[src/rtl/fetch_pkg.sv]
// Shared types and defaults for the instruction-fetch front end.
// Holds the buffered fetch entry and the inflight lookup tracker.
package fetch_pkg;

    localparam logic [31:0] DEF_RESET_PC  = 32'h0000_0000;
    localparam logic [31:0] DEF_NOP_INSTR = 32'h0000_0013;
    localparam int          DEF_BUF_DEPTH = 2;

    typedef struct packed {
        logic [31:0] pc;
        logic [31:0] instr;
    } fetch_entry_t;

    typedef struct packed {
        logic [31:0] pc;
        logic        valid;
    } inflight_t;

    function automatic logic [31:0] align_word(input logic [31:0] a);
        return {a[31:2], 2'b00};
    endfunction

endpackage

[src/rtl/fetch_fifo.sv]
// Small synchronous FIFO of fetched {pc, instr} pairs.
// Flush beats push; the head entry is read combinationally.
module fetch_fifo
    import fetch_pkg::*;
#(
    parameter int BUF_DEPTH = 2
) (
    input  logic                       clk,
    input  logic                       rst_n,
    input  logic                       push,
    input  fetch_entry_t               push_data,
    input  logic                       pop,
    input  logic                       flush,
    output logic [$clog2(BUF_DEPTH):0] count,
    output fetch_entry_t               head
);

    localparam int PW = $clog2(BUF_DEPTH);
    localparam int CW = PW + 1;

    logic [PW-1:0] rd_ptr_q, rd_ptr_d;
    logic [PW-1:0] wr_ptr_q, wr_ptr_d;
    logic [CW-1:0] count_q, count_d;
    fetch_entry_t  mem_q [BUF_DEPTH];
    fetch_entry_t  mem_d [BUF_DEPTH];
    logic          do_pop;
    logic          do_push;

    // Next-state pointers, occupancy and storage write.
    always_comb begin
        mem_d    = mem_q;
        rd_ptr_d = rd_ptr_q;
        wr_ptr_d = wr_ptr_q;
        count_d  = count_q;
        do_pop   = pop && (count_q != '0);
        do_push  = push && ((count_q < CW'(BUF_DEPTH)) || do_pop);
        if (flush) begin
            rd_ptr_d = '0;
            wr_ptr_d = '0;
            count_d  = '0;
        end else begin
            if (do_push) begin
                mem_d[wr_ptr_q] = push_data;
                wr_ptr_d        = wr_ptr_q + 1'b1;
            end
            if (do_pop) begin
                rd_ptr_d = rd_ptr_q + 1'b1;
            end
            count_d = count_q + CW'(do_push) - CW'(do_pop);
        end
    end

    // State registers.
    always_ff @(posedge clk or negedge rst_n) begin
        if (!rst_n) begin
            rd_ptr_q <= '0;
            wr_ptr_q <= '0;
            count_q  <= '0;
            for (int i = 0; i < BUF_DEPTH; i++) begin
                mem_q[i] <= '0;
            end
        end else begin
            rd_ptr_q <= rd_ptr_d;
            wr_ptr_q <= wr_ptr_d;
            count_q  <= count_d;
            mem_q    <= mem_d;
        end
    end

    assign count = count_q;
    assign head  = mem_q[rd_ptr_q];

endmodule

[src/rtl/fetch_unit.sv]
// Fetch front end: sequential PC generation, miss re-issue, redirect squash.
// Fetched pairs are buffered so decode back-pressure never drops one.
module fetch_unit
    import fetch_pkg::*;
#(
    parameter logic [31:0] RESET_PC  = DEF_RESET_PC,
    parameter int          BUF_DEPTH = DEF_BUF_DEPTH,
    parameter logic [31:0] NOP_INSTR = DEF_NOP_INSTR
) (
    input  logic        clk,
    input  logic        rst_n,
    output logic        ic_req,
    output logic [31:0] ic_addr,
    input  logic [31:0] ic_instr,
    input  logic        ic_valid,
    input  logic        redirect_valid,
    input  logic [31:0] redirect_pc,
    input  logic        id_ready,
    output logic        id_valid,
    output logic [31:0] id_instr,
    output logic [31:0] id_pc,
    output logic [15:0] miss_cnt
);

    localparam int CW = $clog2(BUF_DEPTH) + 1;

    logic [31:0]   fpc_q, fpc_d;
    inflight_t     infl_q, infl_d;
    logic [15:0]   miss_cnt_q, miss_cnt_d;
    logic [CW-1:0] count;
    fetch_entry_t  head;
    fetch_entry_t  push_data;
    logic          push;
    logic          pop;
    logic          room;
    logic          req;
    logic [31:0]   addr;
    logic [CW:0]   occ;

    // Address select: redirect, then miss re-issue, then sequential if room.
    always_comb begin
        fpc_d      = fpc_q;
        infl_d     = '0;
        miss_cnt_d = miss_cnt_q;
        req        = 1'b0;
        addr       = fpc_q;
        push       = infl_q.valid && ic_valid && !redirect_valid;
        pop        = (count != '0) && id_ready;
        push_data  = '{pc: infl_q.pc, instr: ic_instr};
        occ        = {1'b0, count} - (CW+1)'(pop) + (CW+1)'(push);
        room       = occ < (CW+1)'(BUF_DEPTH);
        if (redirect_valid) begin
            addr   = align_word(redirect_pc);
            req    = 1'b1;
            fpc_d  = addr + 32'd4;
            infl_d = '{pc: addr, valid: 1'b1};
        end else if (infl_q.valid && !ic_valid) begin
            addr   = infl_q.pc;
            req    = 1'b1;
            fpc_d  = infl_q.pc + 32'd4;
            infl_d = infl_q;
            if (miss_cnt_q != 16'hFFFF) begin
                miss_cnt_d = miss_cnt_q + 16'd1;
            end
        end else if (room) begin
            addr   = fpc_q;
            req    = 1'b1;
            fpc_d  = fpc_q + 32'd4;
            infl_d = '{pc: fpc_q, valid: 1'b1};
        end
    end

    // Fetch PC, inflight tracker and miss counter.
    always_ff @(posedge clk or negedge rst_n) begin
        if (!rst_n) begin
            fpc_q      <= RESET_PC;
            infl_q     <= '0;
            miss_cnt_q <= '0;
        end else begin
            fpc_q      <= fpc_d;
            infl_q     <= infl_d;
            miss_cnt_q <= miss_cnt_d;
        end
    end

    fetch_fifo #(
        .BUF_DEPTH (BUF_DEPTH)
    ) u_fifo (
        .clk       (clk),
        .rst_n     (rst_n),
        .push      (push),
        .push_data (push_data),
        .pop       (pop),
        .flush     (redirect_valid),
        .count     (count),
        .head      (head)
    );

    // No lookup may leave while reset is held.
    assign ic_req   = rst_n && req;
    assign ic_addr  = addr;
    assign id_valid = (count != '0);
    assign id_instr = id_valid ? head.instr : NOP_INSTR;
    assign id_pc    = id_valid ? head.pc : 32'h0;
    assign miss_cnt = miss_cnt_q;

endmodule

[config.mk]
export PLATFORM = sky130hd
export DESIGN_NAME = fetch_unit
export DESIGN_NICKNAME = d
export VERILOG_FILES = /design/src/rtl/fetch_pkg.sv /design/src/rtl/fetch_fifo.sv /design/src/rtl/fetch_unit.sv
export SDC_FILE = /design/constraint.sdc
export NUM_CORES = 1
export LEC_CHECK = 0
export BUFFER_PORTS_ARGS = -buffer_cell sky130_fd_sc_hd__buf_2
export CAP_MARGIN = 20
export CORE_UTILIZATION = 60
export DETAILED_ROUTE_END_ITERATION = 8
export GPL_TIMING_DRIVEN = 0
export PLACE_DENSITY = 0.84
export REMOVE_ABC_BUFFERS = 1
export SLEW_MARGIN = 20
export SYNTH_ARGS = -nofsm -noshare
export SYNTH_HDL_FRONTEND = slang
export SYNTH_SLANG_ARGS = --single-unit
[constraint.sdc]
create_clock -name clk -period 9.9 [get_ports clk]
set_input_delay 0.495 -clock clk [delete_from_list [all_inputs] [get_ports clk]]
set_output_delay 0.495 -clock clk [all_outputs]
set_load 0.01 [all_outputs]
==> flow_summary_export.csv <==
group,metric,value,unit
outcome,status,"finished clean",
critical_path,cp-endpoint,"ic_req",
critical_path,cp-start-kind,"flop",
synthesis,async_flop_share,1.000,
placed_design,place.gp.congestion,0.7839,
critical_path,r2r-start,"u_fifo.count[1]$_DFF_PN0_",
synthesis,synth_seq_cells,213,
die,die-area,17850,um^2
critical_path,crit_path_end_kind,"primary output",
clocking,cts_resized,0,
sta,max_freq,201.5,MHz
synthesis,synth_top_cell_by_area,"dfrtp_1",
clocking,clk_pin_slew,60,ps
die,rows,47,
route,first_pass_iters,5,
global_routing,grt_max_degree,96,
critical_path,path_class,"flop to primary output",
synthesis,yosys_warnings,0,
clocking,insertion_delay,500,ps
layout,antenna_cells,0,
layout,n_fill_cell,1182,
route,ant_nets,0,
synthesis,synth_cell_types,56,
sta,rsz0062_at_grt,"false",
sta,period_minus_slack,4963,ps
power_and_ir_drop,finalPower,3.596,mW
global_routing,antenna_found_initial,1,
sta,fin_crit_sh,0.5013,
power_and_ir_drop,powerDensity,290.0,nW/um^2
critical_path,cp.arrival,4470,ps
layout,final_net_count,1166,
critical_path,worst_path_largest_cell_delay,500,ps
sta,finClkSkew,9.181,ps
route,avgViaCountPerCell,5.687,
critical_path,reg2regPathDepth,14,
job,max_cap_violations,0,
placed_design,port_buffers,180,
sta,tns,0,ps
clocking,tritoncts,"yes",
synthesis,seq_area_frac_synth,0.5130,
critical_path,cp_slowest_cell,"nor2_4",
route,avgRoutedWirePerCell,17.45,um
global_routing,grt_pass1_vias,7564,
critical_path,cp_max_fo,26,
clocking,cts_max_path_buffers,3,
synthesis,syn_area_per_cell,11.21,um^2
sta,relSlewSlack,0.3915,
critical_path,required,9410,ps
sta,maxSlewViolCount,0,
sta,tightest_slew,912.8,ps
power_and_ir_drop,seqPwrFrac,0.412,
sta,final-hold-violation-count,0,
power_and_ir_drop,p_leak,5.629,nW
sta,setup_viol,0,
synthesis,synth_top_area_frac,0.5130,
synthesis,synth_area_leaders,"dfrtp_1 (51%), mux2_2 (14%), mux2i_1 (6.5%)",
die,start_util,0.6199,
layout,drive_gt1_frac,0.3448,
layout,areaGrowthSynthToFinish,19.34,%
power_and_ir_drop,vdd_drop_max,158.3,uV
global_routing,grt_pass1_wl,38.16,mm
power_and_ir_drop,clockPowerShare,0.229,
sta,hold_ws,240.2,ps
route,drt_iter0_drc,276,
die,die_w,133.6,um
power_and_ir_drop,comb_power_share,0.359,
die,die_y,133.6,um
route,vias,7535,
global_routing,grt_overflow_total,0,
synthesis,syn_inst,927,
clocking,cts_made_buffers,23,
clocking,cts_setup_buffers,0,
clocking,cts-root-buf,"clkbuf_16",
power_and_ir_drop,intPower,2.363,mW
clocking,clock_sinks,213,
clocking,htree_levels,1,
critical_path,crit_path_start,"u_fifo.count[1]$_DFF_PN0_",
route,drcViolationCount,0,
critical_path,timing.rr.end,"fpc_q[27]$_DFFE_PN0P_",
global_routing,grt_usage,0.2667,
power_and_ir_drop,p_sw,1.233,mW
placed_design,hpwlAfterDp,15.37,mm
critical_path,path_cells,"nor2_4 -> nor2_1 -> ha_1 -> inv_1 -> nand2b_1 -> fa_1 -> xnor2_1 -> and2_1 -> nor3_2 -> buf_4 -> inv_1 -> and2_1 -> buf_2",
synthesis,yosys_most_used_dff,"dfrtp_1",
die,io_pins,183,
die,core,16760,um^2
synthesis,synth_area,10390,um^2
synthesis,synth_enable_flop_cells,0,
power_and_ir_drop,swShare,0.3428,
route,routed_wl,23.12,mm
critical_path,worst-r2r-setup-slack,5710,ps
worst_hold_path,hold_class,"primary input to flop",
[power by group through the flow]
stage / combinational [mW] / sequential (mW) / clock, mW
finish: 1.29 / 1.48 / 0.823
global route: 1.42 / 1.53 / 0.873
CTS: 1.30 / 1.48 / 0.841
detailed placement: 1.29 / 1.49 / 0
global placement: 1.22 / 1.49 / 0
floorplan: 0.872 / 1.43 / 0
[registers in the layout, indices dropped and copies added, names as in the netlist]
signal           cells
u_fifo.mem_q       128
infl_q              33
fpc_q               32
miss_cnt            16
u_fifo.count         2
u_fifo.rd_ptr_q      1
u_fifo.wr_ptr_q      1
[cell usage in the layout (no fill, tap or decap), types with 20 or more instances in the layout]
cell type  netlist  routed
nand2_1         74      73
dfrtp_1        213     212
buf_2           15     178
nor2_1         106     105
a21oi_1         26      26
mux2i_1         67      67
mux2_2         128     128
xor2_1          20      20
xnor2_1         24      24
clkbuf_16        0      23
[cells in the mapped netlist (3+ instances only)]
library cell	instances
xor2_1	20
o311a_1	3
mux2i_1	67
nor2_1	106
nand4bb_1	6
buf_6	4
o311ai_1	3
nand2_1	74
or4b_2	3
buf_4	3
mux2_2	128
nand2b_1	7
a21oi_1	26
nor2b_1	19
nor4b_1	9
inv_1	19
and3_1	3
and2_1	19
o21ai_0	13
o21ai_1	11
ha_1	5
nor3_1	11
nand4_1	12
and4_1	4
a211oi_2	3
nand3_1	16
xnor2_1	24
dfrtp_1	213
o311ai_0	3
buf_1	3
nor4_1	3
a211oi_1	5
buf_2	15
clkbuf_1	32
a221oi_1	7
[worst min-delay path by stage]
stage	slack, ps	cells after the start	end	startpoint
6_report	240	2	u_fifo.mem_q[14]$_DFFE_PN0P_	ic_instr[14]
5_1_grt	240	2	u_fifo.mem_q[78]$_DFFE_PN0P_	ic_instr[14]
4_1_cts	230	2	u_fifo.mem_q[91]$_DFFE_PN0P_	ic_instr[27]
3_5_place_dp	400	1	u_fifo.mem_q[11]$_DFFE_PN0P_	rst_n
3_3_place_gp	460	2	fpc_q[10]$_DFFE_PN0P_	fpc_q[10]$_DFFE_PN0P_
2_1_floorplan	200	0	fpc_q[0]$_DFFE_PN0P_	rst_n
[critical path, delay by kind of cell, from the launching register on]
family	cells	cell delay, ps
XOR/XNOR	1	140
AND/OR/NAND/NOR	6	1760
flip-flops	1	480
buffers and inverters	4	890
adder cells (fa/ha/maj)	2	690
[layer usage]
layer  wire [um]  global-route usage  up-vias
li1            -                   -     3570
met2       11180              0.4569      210
met4         425             0.06439        2
met3        1192             0.04262       40
met1       10320              0.3561     3713
met5          11                   0        -
[per-stage QoR]
stage | util | setup WS, ps | area, um^2 | std cells
final | 0.7398 | 4937 | 12400 | 1325
after floorplan | - | 1351 | 10120 | 870
after CTS | 0.7397 | 4915 | 12400 | 1325
after detailed placement | 0.6956 | 5448 | 11660 | 1285
after global routing | 0.7398 | 4556 | 12400 | 1325
after global placement | 0.6738 | -3095 | 11290 | 1270
[timing repair]
action	in CTS	in global routing
hold buffers	1	0
endpoints found under the hold margin	41	0
setup endpoints to repair	0	0
[final cells by class]
cell class	instances	area, um^2	area share
tap	220	275.3	0.02220
inverter	21	78.83	0.006357
clock buffer	32	669.4	0.05399
timing repair buffer	196	1237	0.09980
multi-input combinational	636	4745	0.3826
sequential	213	5334	0.4302
clock inverter	7	60.06	0.004844
[kinds of logic (layout without fill, tap and decap cells)]
logic type,count (synthesis),after routing,synth area share
compound gates,85,85,0.05648
xor+xnor,44,44,0.03709
fa+ha+maj,6,6,0.007948
buf+inv,78,256,0.03396
flops,213,213,0.5130
mux,195,195,0.2033
simple gates,306,306,0.1482
No activity file was read; power rests on OpenSTA's default activity.
